**src/rtl/ball_engine.sv**
```systemverilog
// Pong ball engine: moves the ball on each motion tick, bounces it off walls and paddles,
// detects misses, keeps both scores and holds the game in SERVE/PLAY/OVER.
module ball_engine #(
  parameter int SCREEN_W   = 640,
  parameter int FIELD_TOP  = 10,
  parameter int FIELD_BOT  = 470,
  parameter int BALL_SIZE  = 8,
  parameter int PADDLE_X0  = 20,
  parameter int PADDLE_X1  = 612,
  parameter int SPEED      = 2,
  parameter int TICK_DIV   = 416667,
  parameter int SERVE_WAIT = 60,
  parameter int WIN_SCORE  = 9
) (
  input  logic       clk,
  input  logic       reset,
  input  logic       restart,
  input  logic [8:0] paddle_0,
  input  logic [8:0] paddle_1,
  input  logic [5:0] paddlewidth,
  output logic [9:0] ball_x,
  output logic [8:0] ball_y,
  output logic [3:0] num_0,
  output logic [3:0] num_1,
  output logic       game_over,
  output logic       point_pulse
);
  // state | meaning
  // SERVE | ball held at centre, counting SERVE_WAIT ticks
  // PLAY  | ball moving, bounces and misses evaluated per tick
  // OVER  | a player reached WIN_SCORE, ticks ignored until restart
  typedef enum logic [1:0] {SERVE, PLAY, OVER} state_t;

  localparam int TW = $clog2(TICK_DIV + 1);
  localparam int SWW = $clog2(SERVE_WAIT + 1);
  localparam logic [TW-1:0]  TICK_LAST  = TW'(TICK_DIV - 1);
  localparam logic [SWW-1:0] SERVE_LAST = SWW'(SERVE_WAIT - 1);

  localparam logic [10:0] L_TOP_S = 11'(FIELD_TOP + SPEED);
  localparam logic [10:0] L_BOT_S = 11'(FIELD_BOT - SPEED);
  localparam logic [10:0] L_B     = 11'(BALL_SIZE);
  localparam logic [10:0] L_S     = 11'(SPEED);
  localparam logic [10:0] L_X0    = 11'(PADDLE_X0);
  localparam logic [10:0] L_X0_S  = 11'(PADDLE_X0 + SPEED);
  localparam logic [10:0] L_X1    = 11'(PADDLE_X1);
  localparam logic [10:0] L_X1_S  = 11'(PADDLE_X1 - SPEED);
  localparam logic [10:0] L_W_S   = 11'(SCREEN_W - SPEED);

  localparam logic [9:0] X_C   = 10'((SCREEN_W - BALL_SIZE) / 2);
  localparam logic [8:0] Y_C   = 9'((FIELD_TOP + FIELD_BOT - BALL_SIZE) / 2);
  localparam logic [8:0] Y_TOP = 9'(FIELD_TOP);
  localparam logic [8:0] Y_BOT = 9'(FIELD_BOT - BALL_SIZE);
  localparam logic [9:0] X_L   = 10'(PADDLE_X0);
  localparam logic [9:0] X_R   = 10'(PADDLE_X1 - BALL_SIZE);
  localparam logic [8:0] SP9   = 9'(SPEED);
  localparam logic [9:0] SP10  = 10'(SPEED);
  localparam logic [3:0] WIN   = 4'(WIN_SCORE);

  state_t         state, state_nxt;
  logic [TW-1:0]  tick_cnt;
  logic [SWW-1:0] serve_cnt, serve_nxt;
  logic           dir_x, dir_y, dx_nxt, dy_nxt;
  logic [9:0]     x_nxt;
  logic [8:0]     y_nxt;
  logic [3:0]     n0_nxt, n1_nxt;
  logic           pulse_nxt, miss_l, miss_r, tick;
  logic [10:0]    bx, by, p0x, p1x, pwx;
  logic           ov0, ov1;

  assign tick = (tick_cnt == TICK_LAST);
  assign bx   = {1'b0, ball_x};
  assign by   = {2'b00, ball_y};
  assign p0x  = {2'b00, paddle_0};
  assign p1x  = {2'b00, paddle_1};
  assign pwx  = {5'b00000, paddlewidth};
  // Overlap uses the ball row before this tick's vertical move
  assign ov0  = (by + L_B > p0x) && (by < p0x + pwx);
  assign ov1  = (by + L_B > p1x) && (by < p1x + pwx);

  always_ff @(posedge clk or posedge reset) begin
    if (reset) begin
      state       <= SERVE;
      tick_cnt    <= '0;
      serve_cnt   <= '0;
      ball_x      <= X_C;
      ball_y      <= Y_C;
      dir_x       <= 1'b1;
      dir_y       <= 1'b1;
      num_0       <= 4'd0;
      num_1       <= 4'd0;
      game_over   <= 1'b0;
      point_pulse <= 1'b0;
    end else begin
      state       <= state_nxt;
      tick_cnt    <= tick ? '0 : tick_cnt + 1'b1;
      serve_cnt   <= serve_nxt;
      ball_x      <= x_nxt;
      ball_y      <= y_nxt;
      dir_x       <= dx_nxt;
      dir_y       <= dy_nxt;
      num_0       <= n0_nxt;
      num_1       <= n1_nxt;
      game_over   <= (state_nxt == OVER);
      point_pulse <= pulse_nxt;
    end
  end

  always_comb begin
    state_nxt = state;
    serve_nxt = serve_cnt;
    x_nxt     = ball_x;
    y_nxt     = ball_y;
    dx_nxt    = dir_x;
    dy_nxt    = dir_y;
    n0_nxt    = num_0;
    n1_nxt    = num_1;
    pulse_nxt = 1'b0;
    miss_l    = 1'b0;
    miss_r    = 1'b0;
    if (restart) begin
      n0_nxt    = 4'd0;
      n1_nxt    = 4'd0;
      x_nxt     = X_C;
      y_nxt     = Y_C;
      serve_nxt = '0;
      dx_nxt    = 1'b1;
      state_nxt = SERVE;
    end else if (tick) begin
      case (state)
        SERVE: begin
          if (serve_cnt == SERVE_LAST) begin
            serve_nxt = '0;
            state_nxt = PLAY;
          end else begin
            serve_nxt = serve_cnt + 1'b1;
          end
        end
        PLAY: begin
          if (!dir_y && by < L_TOP_S) begin
            y_nxt  = Y_TOP;
            dy_nxt = 1'b1;
          end else if (dir_y && by + L_B > L_BOT_S) begin
            y_nxt  = Y_BOT;
            dy_nxt = 1'b0;
          end else if (dir_y) begin
            y_nxt = ball_y + SP9;
          end else begin
            y_nxt = ball_y - SP9;
          end

          if (!dir_x) begin
            if (bx >= L_X0 && bx < L_X0_S && ov0) begin
              x_nxt  = X_L;
              dx_nxt = 1'b1;
            end else if (bx < L_S) begin
              miss_l = 1'b1;
            end else begin
              x_nxt = ball_x - SP10;
            end
          end else begin
            if (bx + L_B > L_X1_S && bx + L_B <= L_X1 && ov1) begin
              x_nxt  = X_R;
              dx_nxt = 1'b0;
            end else if (bx + L_B > L_W_S) begin
              miss_r = 1'b1;
            end else begin
              x_nxt = ball_x + SP10;
            end
          end

          // Next serve heads toward whoever lost the point
          if (miss_l) begin
            n1_nxt = num_1 + 4'd1;
            dx_nxt = 1'b0;
          end
          if (miss_r) begin
            n0_nxt = num_0 + 4'd1;
            dx_nxt = 1'b1;
          end
          if (miss_l || miss_r) begin
            x_nxt     = X_C;
            y_nxt     = Y_C;
            dy_nxt    = ~dir_y;
            pulse_nxt = 1'b1;
            state_nxt = (n0_nxt == WIN || n1_nxt == WIN) ? OVER : SERVE;
          end
        end
        default: ;
      endcase
    end
  end
endmodule

```
**config.mk**
```make
export PLATFORM = sky130hd
export DESIGN_NAME = ball_engine
export DESIGN_NICKNAME = d
export VERILOG_FILES = /design/src/rtl/ball_engine.sv
export SDC_FILE = /design/constraint.sdc
export NUM_CORES = 1
export LEC_CHECK = 0
export BUFFER_PORTS_ARGS = -buffer_cell sky130_fd_sc_hd__buf_2
export CORE_MARGIN = 3
export CORE_UTILIZATION = 54
export DETAILED_ROUTE_END_ITERATION = 10
export GPL_ROUTABILITY_DRIVEN = 0
export PLACE_DENSITY = 0.83
export SETUP_SLACK_MARGIN = 0.2
export SYNTH_ARGS = -nofsm -noshare
export SYNTH_HDL_FRONTEND = slang
export SYNTH_SLANG_ARGS = --single-unit
```
**constraint.sdc**
```tcl
create_clock -name clk -period 2.85 [get_ports clk]
set_input_delay 0.1425 -clock clk [delete_from_list [all_inputs] [get_ports clk]]
set_output_delay 0.1425 -clock clk [all_outputs]
set_load 0.02 [all_outputs]
```
[Word level (Yosys, flattened, before mapping)]
Index checks and enable logic that the tools add are counted.
Storage, ports and cells
  input bits: 27
  output and inout port bits: 29
  logic and storage cells: 133
  register bits: 58
Cells by class
  equal/unequal tests: 8
  reduce and logical (&&, ||, !) cells: 20
  add/subtract/negate cells: 12
  bitwise gates (word level): 2
  mux-type cells: 68
  order comparisons: 12
Operators with widths (count)
  2-to-1 mux 10 bit: 9
  2-to-1 mux 9 bit: 7
  2-to-1 mux 4 bit: 14
  2-to-1 mux 1 bit: 27
  2-to-1 mux 6 bit: 4
  greater-than comparator 11 x 10 -> 1 bit, second input constant: 2
  greater-than comparator 11 x 9 -> 1 bit: 2
  adder 9 x 6 -> 10 bit: 2
  < comparator 9 x 10 -> 1 bit: 2
  adder 19 x 1 -> 19 bit, second input constant: 1
  equality test 19 bit, second input constant: 1
  2-to-1 mux 19 bit: 1
  adder 10 x 4 -> 11 bit, second input constant: 1
  <= comparator 11 x 10 -> 1 bit, second input constant: 1
  adder 10 x 2 -> 10 bit, second input constant: 1
  adder 9 x 4 -> 10 bit, second input constant: 1
  greater-or-equal comparator 10 x 5 -> 1 bit, second input constant: 1
  greater-than comparator 10 x 9 -> 1 bit, second input constant: 1
  < comparator 10 x 2 -> 1 bit, second input constant: 1
  < comparator 10 x 5 -> 1 bit, second input constant: 1
  2-to-1 mux 2 bit: 5
  != test 5 x 4 -> 1 bit, second input constant: 2
  subtractor 10 x 2 -> 10 bit, second input constant: 1
  adder 9 x 2 -> 9 bit, second input constant: 1
  other kinds (18): 33

[Depth between registers and ports, before layout]
  depth after elaboration: 21
  depth in mapped cells: 18
  gate-level depth less buffers: 17

[Worst setup path before layout]
Ideal clock, no wire load.
  kind: in2reg
  start point: in paddle_0[0]
  end point: reg ball_x[5]
  arrival: 2.870 ns
  library setup time: 0.089 ns
  path buffers: 1
  stages: 18
  path slack: -0.109 ns
  data required time: 2.761 ns
  cells stage by stage: ha_1 > inv_1 > fa_1 > nor2b_1 > o21ai_0 > nand2b_1 > a21o_1 > a21o_1 > and3_1 > xnor2_1 > ha_1 > o221ai_1 > a21oi_1 > o22ai_1 > a21oi_1 > clkbuf_1 > a21oi_1 > a211oi_1
On the way
  word-level cells in the longest chain between the ends: 14
  elaborated cells on any way between the ends: 20
  those cells by class: 1 x add/sub; 2 x order compare; 2 x eq/ne; 11 x mux; 4 x reduce/logical
RTL lines
  from (decl): RTL line 18  | input logic [8:0] paddle_0,
  adder 9 x 6 -> 10 bit: RTL line 77  | assign ov0 = (by + L_B > p0x) && (by < p0x + pwx);
  < comparator 9 x 10 -> 1 bit: RTL line 77
  logical AND 1 bit (*): RTL line 77
  logical AND 1 bit (*): RTL line 152  | if (bx >= L_X0 && bx < L_X0_S && ov0) begin
  2-to-1 mux 1 bit: RTL line 152
  2-to-1 mux 1 bit: RTL line 151  | if (!dir_x) begin
  2-to-1 mux 1 bit: RTL line 129  | case (state)
  2-to-1 mux 1 bit: RTL line 128  | end else if (tick) begin
  2-to-1 mux 1 bit: RTL line 120  | if (restart) begin
  logical OR 1 bit: RTL line 180  | if (miss_l || miss_r) begin
  2-to-1 mux 10 bit: RTL line 180
  2-to-1 mux 10 bit: RTL line 129
  2-to-1 mux 10 bit: RTL line 128
  2-to-1 mux 10 bit: RTL line 120
  to (signal assigned): RTL line 97  | ball_x <= x_nxt;
  to (decl): RTL line 21  | output logic [9:0] ball_x,
Every way passes the cells marked *; elsewhere a longest branch is shown, timed or not. The select of a mux whose other input is x is not followed.
A chain may end at the register's enable or synchronous reset.

[Worst setup path in the final report]
  start point: in paddlewidth[0]
  end point: reg ball_x[9]
On the way
  word-level cells in the longest chain between the ends: 14
  elaborated cells on any way between the ends: 29
  those cells by class: 2 x add/sub; 2 x order compare; 2 x eq/ne; 17 x mux; 6 x reduce/logical
RTL lines
  from (decl): RTL line 20  | input logic [5:0] paddlewidth,
  adder 9 x 6 -> 10 bit, on equally long branches: RTL line 77, 78
  < comparator 9 x 10 -> 1 bit, on equally long branches: RTL line 77, 78
  logical AND 1 bit, on equally long branches: RTL line 77, 78
  logical AND 1 bit, on equally long branches: RTL line 152, 161
  2-to-1 mux 1 bit, on equally long branches: RTL line 152, 161
  2-to-1 mux 1 bit: RTL line 151
  2-to-1 mux 1 bit: RTL line 129
  2-to-1 mux 1 bit: RTL line 128
  2-to-1 mux 1 bit: RTL line 120
  logical OR 1 bit: RTL line 180
  2-to-1 mux 10 bit: RTL line 180
  2-to-1 mux 10 bit: RTL line 129
  2-to-1 mux 10 bit: RTL line 128
  2-to-1 mux 10 bit: RTL line 120
Parallel ways exist; a longest one is shown, timed or not. The select of a mux whose other input is x is not followed.

==> impl_metrics.tcl <==
set metrics [dict create \
    status "finished with violations" \
    violations "negative setup slack" \
    ir_drop_mv 0.1939 \
    hold_path.class "in -> reg" \
    clkTransAtPathRegs_ns 0.11 \
    yosysUniqueCellTypes 74 \
    start_util 0.5717 \
    postSynthCellCount 595 \
    drc 0 \
    synth_async_sr_flop_share 1.000 \
    drtIter0Drc 529 \
    tightest_slew_ns 0.6777 \
    cts_root_buffer "clkbuf_8" \
    cp.required_ns 3.06 \
    ys_top_cells_by_count "ha_1 (64), nor2_1 (47), nand2_1 (45), dfrtp_1 (44), a21oi_1 (40)" \
    p_leak_nw 2.909 \
    dpl-instance-area_um2 5788 \
    avgRoutedWirePerCell_um 19.51 \
    regToRegEndpoint "ball_x[7]" \
    path_max_fanout 5 \
    first_pass_iters 6 \
    dp_hpwl_um 10340 \
    stdcell_count 814 \
    r2r_cells 11 \
    clock_sinks 56 \
    drt_wl_total_um 15880 \
    grt_overflow 0 \
    crit_type "in -> reg" \
    min-delay-start "restart" \
    die_x_um 103.3 \
    slew_violations 0 \
    yosys_warnings 0 \
    syn_to_final_growth_pct 25.70 \
    hold_viol 0 \
    yosysMostFrequentCell "ha_1" \
    clk_path_buf_depth 2 \
    num_antenna_cells 0 \
    vias_per_cell 6.500 \
    postRouteAntennaNets 0 \
    cp.arrival_ns 3.12 \
    synth-seq-cells 56 \
    r2r-start "ball_y[3]" \
    synth_top_area_share 0.2156 \
    start_kind "primary input" \
    final_core_util 0.7186 \
    track_usage 0.2752 \
    drive_above_1_share 0.2946 \
    antenna_found_initial 0 \
    vias 5291 \
    setup_violations 6 \
    timing.final.crit_share 1.024 \
    grt_max_degree 23 \
    dieArea_um2 10660 \
    io_pins 56 \
    reg2reg_slack_ns -0.06 \
    fp.coreArea_um2 8934 \
    ys.flop_type "dfrtp_1" \
    nets 799 \
    rsz0062_at_grt "true" \
    power_mw 1.674 \
    worstSetupEndpointType "flip-flop" \
    synth_area_um2 5107 \
    relSlewSlack 0.5441 \
    power.density_nw_per_um2 260.8 \
    grt_pass1_vias 5150 \
    skew_ns 0.008577 \
    final_area_um2 6420 \
    worst_slack_ns -0.06724 \
    tritoncts "built" \
    numPlacedInstances 782 \
    rows 34 \
    avgSynthCellArea_um2 8.584 \
    cts_max_level 2 \
    synth_top_cell_by_area "dfrtp_1" \
    insertion_delay_ns 0.33 \
    min_period_ns 2.917 \
    cts_buffers 5 \
    io_buffer_count 53 \
    hold_path_depth 2 \
    grt_pass1_wl_um 23600 \
    seq_area_frac_synth 0.2773 \
    max-cap-violations 0 \
    synth-edff-count 0 \
    die_h_um 103.3 \
    nFillCells 615 \
    yosys-top-cells-area "dfrtp_1 (22%), ha_1 (16%), dfstp_2 (6.2%)" \
    clock.fmax_mhz 342.8 \
    hold_end "num_0[2]" \
]
==> logic make-up after synthesis <==
family,Yosys count,synth area share
AOI/OAI and AO/OA,137,0.1847
xor gates and xnor gates,53,0.09089
adders and majority gates,67,0.1685
buffers and inverters,58,0.04850
DFF,56,0.2773
muxes,1,0.001960
other,1,0.0007342
and+or+nand+nor,222,0.2273
==> routing by layer <==
layer | routed length (um) | GRT usage
met5 | 0 | 0
met4 | 835 | 0.09462
met3 | 1327 | 0.04091
met2 | 7726 | 0.4795
met1 | 5991 | 0.3482
==> critical path, cell delays in order <==
cell and delay, ns:
buf_8 0.10, ha_4 0.15, inv_2 0.05, fa_2 0.21, nor2b_2 0.05, o21ai_1 0.20, nand2b_1 0.11, a21o_1 0.20
a21o_1 0.20, xnor2_1 0.13, ha_1 0.30, o21a_1 0.21, o221ai_2 0.20, a21oi_2 0.07, o22ai_4 0.25, a21oi_4 0.12
buf_6 0.14, a32oi_2 0.15, nand3_1 0.12
==> power breakdown <==
| group | leakage, nW | internal [mW] | switching, mW | total [mW] |
|---|---|---|---|---|
| logic | 2.14 | 0.186 | 0.218 | 0.404 |
| registers | 0.725 | 0.795 | 0.000000000000000816 | 0.795 |
| clock network | 0.0485 | 0.177 | 0.298 | 0.475 |
| total | 2.91 | 1.16 | 0.515 | 1.67 |
==> cell type report <==
cell class	count	area [um2]	share of cell area
clock buffer	5	68.82	0.01072
clock inverter	3	22.52	0.003508
sequential	56	1418	0.2208
inverter	36	138.9	0.02163
tap	108	135.1	0.02105
multi-input combinational	483	3809	0.5933
timing repair buffer	123	828.3	0.1290
==> layout by cell type, fill, tap and decap left out, drive strengths merged, types with 4 or more instances in the layout <==
cell type / n
a211oi: 5
a21o: 11
a21oi: 41
a22o: 4
a31oi: 9
and3: 9
buf: 122
clkbuf: 5
dfrtp: 44
dfstp: 12
ha: 64
inv: 36
nand2: 45
nand2b: 8
nand3: 33
nand4: 8
nor2: 49
nor2b: 6
nor3: 25
nor4: 12
o2111ai: 6
o21ai: 22
or3: 5
xnor2: 29
xor2: 24
==> metrics by stage <==
step                setup WS (ns)  TNS (ns)  hold slack [ns]
finish                   -0.06724   -0.2509           0.2137
global route              -0.1788    -1.295           0.2236
CTS                        0.1052         0           0.2056
detailed placement        -0.3921    -2.480           0.1440
global placement          -0.1950    -1.356           0.1275
floorplan                  0.1006         0           0.3419
==> flip-flops by register name (all words and copies together) (netlist names) <==
register     cells
ball_x           9
dir_x            1
serve_cnt        6
num_1            4
tick_cnt        19
state            2
game_over        1
num_0            4
dir_y            1
point_pulse      1
ball_y           8
==> how the worst max path moves through the flow <==
stage,from,end,slack (ns),cells past startpoint
floorplan,paddle_0[0],ball_x[4],0.10,18
global placement,paddlewidth[0],ball_x[5],-0.19,18
finish,paddlewidth[0],ball_x[9],-0.07,19
detailed placement,paddlewidth[0],ball_x[5],-0.39,18
CTS,ball_y[3],ball_x[5],0.11,12
global route,ball_y[3],ball_x[5],-0.18,12
==> timing repair <==
action,4_1_cts,5_1_grt
pin swaps,23,34
hold endpoints to repair,12,0
setup buffers,6,16
hold buffers,1,0
endpoints found under the setup margin,9,15
gates resized for setup,38,30
gates cloned,1,0
Power figures use the tool's default switching activity.
